===== config.mk =====
export PLATFORM = sky130hd
export DESIGN_NAME = mips32_prog_loader
export DESIGN_NICKNAME = d
export VERILOG_FILES = /design/src/rtl/mips32_prog_loader.sv
export SDC_FILE = /design/constraint.sdc
export NUM_CORES = 1
export LEC_CHECK = 0
export CAP_MARGIN = 20
export CORE_UTILIZATION = 39
export DETAILED_ROUTE_END_ITERATION = 6
export GPL_TIMING_DRIVEN = 0
export SLEW_MARGIN = 20
export SYNTH_ARGS = -nofsm -noshare
export SYNTH_HDL_FRONTEND = slang
export SYNTH_SLANG_ARGS = --single-unit

===== constraint.sdc =====
create_clock -name clk1 -period 5 [get_ports clk1]
set_clock_uncertainty 0.2 [all_clocks]
set_input_delay 1.25 -clock clk1 [delete_from_list [all_inputs] [get_ports clk1]]
set_output_delay 1.25 -clock clk1 [all_outputs]
set_load 0.02 [all_outputs]

===== src/rtl/mips32_prog_loader.sv =====
// rtl/mips32_prog_loader.sv - byte-stream program loader, core run control and register dump for pipe_MIPS32
module mips32_prog_loader #(
    parameter int ADDR_W   = 10,
    parameter int REG_DUMP = 6
) (
    input  logic              clk1,
    input  logic              reset,
    input  logic [7:0]        rx_data,
    input  logic              rx_valid,
    output logic              rx_ready,
    output logic              mem_we,
    output logic [ADDR_W-1:0] mem_addr,
    output logic [31:0]       mem_wdata,
    output logic              core_hold,
    output logic              core_init,
    input  logic              core_halted,
    output logic [4:0]        reg_raddr,
    input  logic [31:0]       reg_rdata,
    output logic [7:0]        tx_data,
    output logic              tx_valid,
    input  logic              tx_ready,
    output logic              busy,
    output logic              done,
    output logic              overflow
);

    typedef enum logic [2:0] {
        S_LEN_HI,
        S_LEN_LO,
        S_LOAD,
        S_START,
        S_RUN,
        S_DUMP
    } state_t;

    localparam logic [16:0] CAPACITY = 17'(2 ** ADDR_W);
    localparam logic [4:0]  LAST_REG = 5'(REG_DUMP - 1);

    state_t            state_q, state_d;
    logic [15:0]       len_q, len_d;
    logic [15:0]       widx_q, widx_d;
    logic [1:0]        bcnt_q, bcnt_d;
    logic [23:0]       asm_q, asm_d;
    logic [31:0]       shift_q, shift_d;
    logic              dump_cap_q, dump_cap_d;
    logic              rx_ready_q, rx_ready_d;
    logic              mem_we_q, mem_we_d;
    logic [ADDR_W-1:0] mem_addr_q, mem_addr_d;
    logic [31:0]       mem_wdata_q, mem_wdata_d;
    logic              core_hold_q, core_hold_d;
    logic              core_init_q, core_init_d;
    logic [4:0]        reg_raddr_q, reg_raddr_d;
    logic [7:0]        tx_data_q, tx_data_d;
    logic              tx_valid_q, tx_valid_d;
    logic              busy_q, busy_d;
    logic              done_q, done_d;
    logic              overflow_q, overflow_d;
    logic              rx_fire;
    logic              tx_fire;

    assign rx_fire = rx_valid & rx_ready_q;
    assign tx_fire = tx_valid_q & tx_ready;

    always_comb begin
        state_d     = state_q;
        len_d       = len_q;
        widx_d      = widx_q;
        bcnt_d      = bcnt_q;
        asm_d       = asm_q;
        shift_d     = shift_q;
        dump_cap_d  = dump_cap_q;
        mem_we_d    = 1'b0;
        mem_addr_d  = mem_addr_q;
        mem_wdata_d = mem_wdata_q;
        reg_raddr_d = reg_raddr_q;
        tx_data_d   = tx_data_q;
        tx_valid_d  = tx_valid_q;
        done_d      = 1'b0;
        overflow_d  = overflow_q;

        case (state_q)
            S_LEN_HI: begin
                if (rx_fire) begin
                    len_d[15:8] = rx_data;
                    overflow_d  = 1'b0;
                    state_d     = S_LEN_LO;
                end
            end
            S_LEN_LO: begin
                if (rx_fire) begin
                    len_d[7:0] = rx_data;
                    widx_d     = 16'd0;
                    bcnt_d     = 2'd0;
                    state_d    = ({len_q[15:8], rx_data} == 16'd0) ? S_START : S_LOAD;
                end
            end
            S_LOAD: begin
                // One drain cycle after the final word so its write completes before START.
                if (widx_q == len_q) begin
                    state_d = S_START;
                end else if (rx_fire) begin
                    bcnt_d = bcnt_q + 2'd1;
                    asm_d  = {asm_q[15:0], rx_data};
                    if (bcnt_q == 2'd3) begin
                        widx_d = widx_q + 16'd1;
                        if ({1'b0, widx_q} < CAPACITY) begin
                            mem_we_d    = 1'b1;
                            mem_addr_d  = widx_q[ADDR_W-1:0];
                            mem_wdata_d = {asm_q, rx_data};
                        end else begin
                            overflow_d = 1'b1;
                        end
                    end
                end
            end
            S_START: begin
                state_d = S_RUN;
            end
            S_RUN: begin
                // core_hold_q is still high in the first RUN cycle, masking a stale HALTED.
                if (!core_hold_q && core_halted) begin
                    state_d     = S_DUMP;
                    reg_raddr_d = 5'd0;
                    dump_cap_d  = 1'b1;
                end
            end
            S_DUMP: begin
                if (dump_cap_q) begin
                    shift_d    = {reg_rdata[23:0], 8'h00};
                    tx_data_d  = reg_rdata[31:24];
                    tx_valid_d = 1'b1;
                    bcnt_d     = 2'd0;
                    dump_cap_d = 1'b0;
                end else if (tx_fire) begin
                    if (bcnt_q != 2'd3) begin
                        tx_data_d = shift_q[31:24];
                        shift_d   = {shift_q[23:0], 8'h00};
                        bcnt_d    = bcnt_q + 2'd1;
                    end else begin
                        tx_valid_d = 1'b0;
                        if (reg_raddr_q == LAST_REG) begin
                            done_d      = 1'b1;
                            reg_raddr_d = 5'd0;
                            state_d     = S_LEN_HI;
                        end else begin
                            reg_raddr_d = reg_raddr_q + 5'd1;
                            dump_cap_d  = 1'b1;
                        end
                    end
                end
            end
            default: state_d = S_LEN_HI;
        endcase

        rx_ready_d  = (state_d == S_LEN_HI) || (state_d == S_LEN_LO) ||
                      ((state_d == S_LOAD) && (widx_d != len_d));
        core_hold_d = !((state_d == S_RUN) && (state_q == S_RUN));
        core_init_d = (state_q == S_START);
        busy_d      = (state_d != S_LEN_HI);
    end

    always_ff @(posedge clk1) begin
        if (reset) begin
            state_q     <= S_LEN_HI;
            len_q       <= 16'd0;
            widx_q      <= 16'd0;
            bcnt_q      <= 2'd0;
            asm_q       <= 24'd0;
            shift_q     <= 32'd0;
            dump_cap_q  <= 1'b0;
            rx_ready_q  <= 1'b1;
            mem_we_q    <= 1'b0;
            mem_addr_q  <= '0;
            mem_wdata_q <= 32'd0;
            core_hold_q <= 1'b1;
            core_init_q <= 1'b0;
            reg_raddr_q <= 5'd0;
            tx_data_q   <= 8'd0;
            tx_valid_q  <= 1'b0;
            busy_q      <= 1'b0;
            done_q      <= 1'b0;
            overflow_q  <= 1'b0;
        end else begin
            state_q     <= state_d;
            len_q       <= len_d;
            widx_q      <= widx_d;
            bcnt_q      <= bcnt_d;
            asm_q       <= asm_d;
            shift_q     <= shift_d;
            dump_cap_q  <= dump_cap_d;
            rx_ready_q  <= rx_ready_d;
            mem_we_q    <= mem_we_d;
            mem_addr_q  <= mem_addr_d;
            mem_wdata_q <= mem_wdata_d;
            core_hold_q <= core_hold_d;
            core_init_q <= core_init_d;
            reg_raddr_q <= reg_raddr_d;
            tx_data_q   <= tx_data_d;
            tx_valid_q  <= tx_valid_d;
            busy_q      <= busy_d;
            done_q      <= done_d;
            overflow_q  <= overflow_d;
        end
    end

    assign rx_ready  = rx_ready_q;
    assign mem_we    = mem_we_q;
    assign mem_addr  = mem_addr_q;
    assign mem_wdata = mem_wdata_q;
    assign core_hold = core_hold_q;
    assign core_init = core_init_q;
    assign reg_raddr = reg_raddr_q;
    assign tx_data   = tx_data_q;
    assign tx_valid  = tx_valid_q;
    assign busy      = busy_q;
    assign done      = done_q;
    assign overflow  = overflow_q;

endmodule


==> results.toml, run 1 <==
[place]
io_buffer_count = 106
globalplace.congestion = 0.884
placed_area_sq_um = 7850
place_hpwl_microns = 13300

[logic_synthesis]
ys_warn_count = 0
ys_top_cells_by_area = "dfxtp_1 (46%), nand2_1 (9.6%), mux2i_1 (6.0%), a21oi_1 (5.8%), nor2_1 (5.0%)"
synth-edff-count = 0
synth_cell_types = 61
synth_area_sq_um = 6500
postSynthCellCount = 780
syn_area_per_cell_sq_um = 8.34
syn_nets = 829
synth.top_cell.area_share = 0.459
synth.most_common_cell = "nand2_1"
ys_seq_area_frac = 0.459
ys_seq_elements = 149
ys.flop_type = "dfxtp_1"
synth_area_leader_cell = "dfxtp_1"
synth-async-reset-ratio = 0
synth_common_cells = "nand2_1 (167), dfxtp_1 (149), nor2_1 (86)"

[route]
drt_iter0_markers = 380
drc_errors = 0
drt_wl_total_microns = 18100
drt-vias-per-instance = 5.16
wl_per_cell_microns = 15.9
drt_first_pass_iters = 4
vias = 5852
ant_nets = 0

[clock_tree]
clock_sinks = 149
clockBufferDepth = 2
h-tree-depth = 4
cts_root_buf = "clkbuf_16"
cts-resized-gates = 0
post_cts_buffers = 0
cts_buffers = 17
clk_pin_slew_ns = 0.06
hold_buffers = 0
cts_tree = "built"
clock_latency_ns = 0.43

[critical_path]
critical_path_class = "input pin to register"
start_kind = "input pin"
critPathLaunch = "rx_valid"
worstPathRequired_ns = 5.12
end_kind = "register"
worstPathArrival_ns = 4.32
r2r_start = "widx_q[7]$_SDFF_PP0_"
cp_max_fo = 9

[floorplan]
start_util = 0.405
ioPinCount = 108
num_rows = 46
coreArea_sq_um = 16100
die_area_sq_um = 17200
die_y_microns = 131
die_x_microns = 131

[global_route]
grt_pass1_vias = 5396
grt_max_degree = 17
grt_first_pass_wirelength_microns = 29000
antenna_found_initial = 0
grt_overflow = 0
grt_usage = 0.216

[timing]
fin_crit_ns = 4.20
worst_pin_slew_ns = 1.05
slew-limit-headroom = 0.285
rsz0062_at_grt = "no"
final.setup.tns_ns = 0
finalSetupViolations = 0
hold_viol_final = 0
slew_viol_final = 0
finalCritPeriodShare = 0.840
fmax_mhz = 238

[power_and_ir_drop]
switchingPower_uw = 803
vdd.ir_drop.worst_v = 0.000245
switching_share = 0.279
internal_power_uw = 2070
power_uw = 2870
p_leak_uw = 0.00275
p_seq_frac = 0.432
p_comb_frac = 0.136
clkPwrFrac = 0.432
cellPowerDensity_nw_per_um2 = 341

[final_layout]
syn_to_final_growth_pct = 29.5
fill_cells = 1582
drive_gt1_frac = 0.0631
utilization = 0.524
nets = 955
diodes = 0
final_area_sq_um = 8420

[worst_hold_path]
hold_class = "register to register"
min-delay-start = "mem_wdata[26]$_SDFFE_PP0P_"

[flow_run]
cap_violations = 0

[outcome]
status = "completed"
==> layout by cell type (no fill, tap or decap), types with 5 or more instances in the layout <==
cell type,n
nor3_1,11
xnor2_1,22
or3_1,6
clkdlybuf4s50_1,106
clkinvlp_4,5
xor2_1,12
a211oi_1,27
nor2_1,86
nand4_1,12
a31oi_1,5
clkbuf_16,17
nand3_1,9
nand3b_1,6
buf_2,12
mux2i_1,39
clkbuf_1,42
nor2b_1,7
nor4_1,10
nand2_1,167
a21oi_1,75
dfxtp_1,149
a22oi_1,8
o21ai_0,6
==> path summary, 6_finish.rpt <==
path / slack (ns) / depth (start not counted) / end
setup / recovery: 0.80 / 10 / rx_ready$_SDFF_PP1_
hold / removal: 0.25 / 2 / mem_wdata[26]$_SDFFE_PP0P_
setup reg to reg: 1.53 / 12 / rx_ready$_SDFF_PP1_
hold reg to reg: 0.25 / 2 / mem_wdata[26]$_SDFFE_PP0P_
==> worst max-delay path, stage by stage <==
cell             delay [ns]
clkdlybuf4s50_1        0.51
nand2_1                0.18
nor4_1                 0.22
buf_2                  0.34
mux2i_1                0.52
mux4_1                 0.66
o2111ai_1              0.13
o211a_1                0.17
nand4_1                0.07
o31a_1                 0.24
==> final cells by class <==
| class | instances | area (sq um) | area share |
|---|---|---|---|
| Clock inverter | 14 | 143 | 0.0169 |
| Timing Repair Buffer | 107 | 1070 | 0.127 |
| Buffer | 58 | 244 | 0.0290 |
| Multi-Input combinational cell | 569 | 3270 | 0.388 |
| Sequential cell | 149 | 2980 | 0.354 |
| Tap cell | 216 | 270 | 0.0321 |
| Inverter | 4 | 15.0 | 0.00178 |
| Clock buffer | 18 | 429 | 0.0510 |
==> state kept, by name (all words and copies together), names as in the netlist, 2 cells and up <==
register   flops
mem_wdata     32
asm_q         24
shift_q       24
len_q         16
widx_q        16
mem_addr      10
tx_data        8
reg_raddr      5
state_q        3
bcnt_q         2
==> metal layers <==
layer | share of wire | global-route usage | vias to the layer above
li1 | - | - | 2956
met1 | 0.50 | 0.317 | 2717
met2 | 0.43 | 0.313 | 155
met3 | 0.051 | 0.0370 | 24
met4 | 0.018 | 0.0784 | 0
met5 | 0 | 0 | -
==> power groups by stage <==
stage | sequential [uW] | combinational, uW | clock, uW
CTS | 1240 | 388 | 1270
floorplan | 1270 | 249 | 0
global route | 1250 | 422 | 1320
finish | 1240 | 390 | 1240
detailed placement | 1270 | 385 | 0
global placement | 1270 | 385 | 0
==> through the flow <==
stage / worst slack (ns) / hold WS (ns) / cells
global route: 0.668 / 0.270 / 1135
detailed placement: 0.410 / 0.246 / 1103
finish: 0.798 / 0.252 / 1135
floorplan: 1.42 / 0.232 / 780
CTS: 0.841 / 0.255 / 1135
global placement: 0.436 / 0.244 / 1102
==> cells by family after synthesis <==
logic type / count (synthesis) / synth area share
AO/OA/AOI/OAI: 147 / 0.140
XOR/XNOR: 34 / 0.0458
adder cells (fa/ha/maj): 4 / 0.00770
buffers and inverters: 62 / 0.0398
flip-flops: 149 / 0.459
multiplexers: 42 / 0.0675
AND/OR/NAND/NOR: 342 / 0.240
No activity file was read; power rests on OpenSTA's default activity.
==> run 2: changes to the inputs <==
==> constraint.sdc (replaced) <==
create_clock -name clk1 -period 3.9 [get_ports clk1]
set_clock_uncertainty 0.2 [all_clocks]
set_input_delay 0.975 -clock clk1 [delete_from_list [all_inputs] [get_ports clk1]]
set_output_delay 0.975 -clock clk1 [all_outputs]
set_load 0.02 [all_outputs]
==> results.toml, run 2 (synthesized netlist as in run 1, its figures left out) <==
[outcome]
status = "completed"

[timing]
whs_ns = 0.252
finalSetupViolations = 0
fmax_mhz = 267
slew_viol_final = 0
rsz0062_at_grt = "no"
fin_crit_ns = 3.75
worst_pin_slew_ns = 0.989
slew-limit-headroom = 0.323
hold_viol_final = 0
finalCritPeriodShare = 0.962

[route]
drt_wl_total_microns = 18100
wl_per_cell_microns = 15.9
ant_nets = 0
vias = 5830
drc_errors = 0
drt_first_pass_iters = 5
drt-vias-per-instance = 5.14
drt_iter0_markers = 366

[worst_hold_path]
hold_class = "register to register"
min_to = "mem_wdata[26]$_SDFFE_PP0P_"
whs_path_depth = 2
min-delay-start = "mem_wdata[26]$_SDFFE_PP0P_"

[critical_path]
critical_path_class = "input pin to register"
r2r_slack_ns = 0.45
worst_path_largest_cell_delay_ns = 0.60
worstPathRequired_ns = 4.02
worst_path_max_delay_cell = "nor4b_4"
r2r_start = "widx_q[7]$_SDFF_PP0_"
reg2regPathDepth = 12
start_kind = "input pin"
path_cells = "clkdlybuf4s50_1, and3_1, nand4_1, nor4b_4, a41oi_1, a31oi_1, xor2_1, nand3_1, o31a_1"
worstPathArrival_ns = 3.87
r2r_end = "rx_ready$_SDFF_PP1_"
end_kind = "register"
cp_max_fo = 8

[power_and_ir_drop]
switching_share = 0.280
p_seq_frac = 0.432
switchingPower_uw = 1030
cellPowerDensity_nw_per_um2 = 438
p_leak_uw = 0.00275
power_uw = 3690
vdd.ir_drop.worst_v = 0.000316
p_comb_frac = 0.136
internal_power_uw = 2660
clkPwrFrac = 0.432

[final_layout]
final_area_sq_um = 8430
fill_cells = 1583
diodes = 0
utilization = 0.525
final_cell_mix = "nand2_1 (167), dfxtp_1 (149), clkdlybuf4s50_1 (106), nor2_1 (86), a21oi_1 (75)"
final_common_cell = "nand2_1"
seqCellArea_sq_um = 2980
nets = 955
largest_register_ffs = 32
syn_to_final_growth_pct = 29.6
multi_input_area_sq_um = 3270
drive_gt1_frac = 0.0642

[global_route]
grt_overflow = 0
antenna_found_initial = 0
grt_pass1_vias = 5396
grt_first_pass_wirelength_microns = 29000
grt_max_degree = 17
grt_usage = 0.216

[clock_tree]
clk_pin_slew_ns = 0.06
cts_tree = "built"
post_cts_buffers = 0
cts_buffers = 17
clock_latency_ns = 0.43
cts_root_buf = "clkbuf_16"
h-tree-depth = 4
clock_sinks = 149
clockBufferDepth = 2

[floorplan]
die_x_microns = 131
die_area_sq_um = 17200
coreArea_sq_um = 16100
start_util = 0.405
ioPinCount = 108
num_rows = 46
die_y_microns = 131

[place]
globalplace.congestion = 0.884
placed_area_sq_um = 7850
place_hpwl_microns = 13300
io_buffer_count = 106

[flow_run]
cap_violations = 0
-- run 2: changes by cell type in the layout (fill, tap and decap cells not counted), sizes merged --
cell | before | now
clkbuf | 59 | 60
buf | 18 | 17
-- run 2: through the flow --
stage	worst slack (ns)	std cells	TNS [ns]
2_1_floorplan	0.592	780	0
3_3_place_gp	-0.389	1102	-1.57
3_5_place_dp	-0.415	1103	-0.415
4_1_cts	0.0164	1135	0
5_1_grt	0.00749	1135	0
6_report	0.148	1135	0
-- run 2: power by group through the flow --
stage,combinational (uW),clock [uW],sequential (uW)
after global routing,545,1690,1600
after floorplan,319,0,1620
after CTS,497,1620,1590
after detailed placement,494,0,1630
final,504,1590,1590
after global placement,493,0,1630
-- run 2: what timing repair did --
item | 4_1_cts | 5_1_grt
resized for setup | 0 | 2
hold buffers | 0 | 0
endpoints found under the setup margin | 0 | 1
-- run 2: worst max-delay path, delay by kind of cell --
family,cells,cell delay (ns)
xor gates and xnor gates,1,0.19
and+or+nand+nor,4,1.40
buffers and inverters,1,0.51
AOI/OAI and AO/OA,3,0.78
-- run 2: per-layer routing --
| layer | up-vias | GRT usage | wire length, microns |
|---|---|---|---|
| met2 | 150 | 0.313 | 7710 |
| met5 | - | 0 | 0 |
| met3 | 24 | 0.0370 | 956 |
| li1 | 2953 | - | - |
| met4 | 0 | 0.0784 | 321 |
| met1 | 2703 | 0.317 | 9100 |
-- run 2: area by class of cell --
cell class	instances	share of cell area
repair buffers	107	0.127
well taps	216	0.0321
clock buffers	18	0.0509
multi-input cells	569	0.388
plain buffers	58	0.0293
flip-flops and latches	149	0.354
inverters	4	0.00178
clock inverters	14	0.0169
-- run 2: worst max path at each step --
stage                     slack, ns                   to     start
final                          0.15  rx_ready$_SDFF_PP1_  rx_valid
after global routing          0.007  rx_ready$_SDFF_PP1_  rx_valid
after CTS                      0.02  rx_ready$_SDFF_PP1_  rx_valid
after detailed placement      -0.42  rx_ready$_SDFF_PP1_  rx_valid
after global placement        -0.39  rx_ready$_SDFF_PP1_  rx_valid
after floorplan                0.59  rx_ready$_SDFF_PP1_  rx_valid
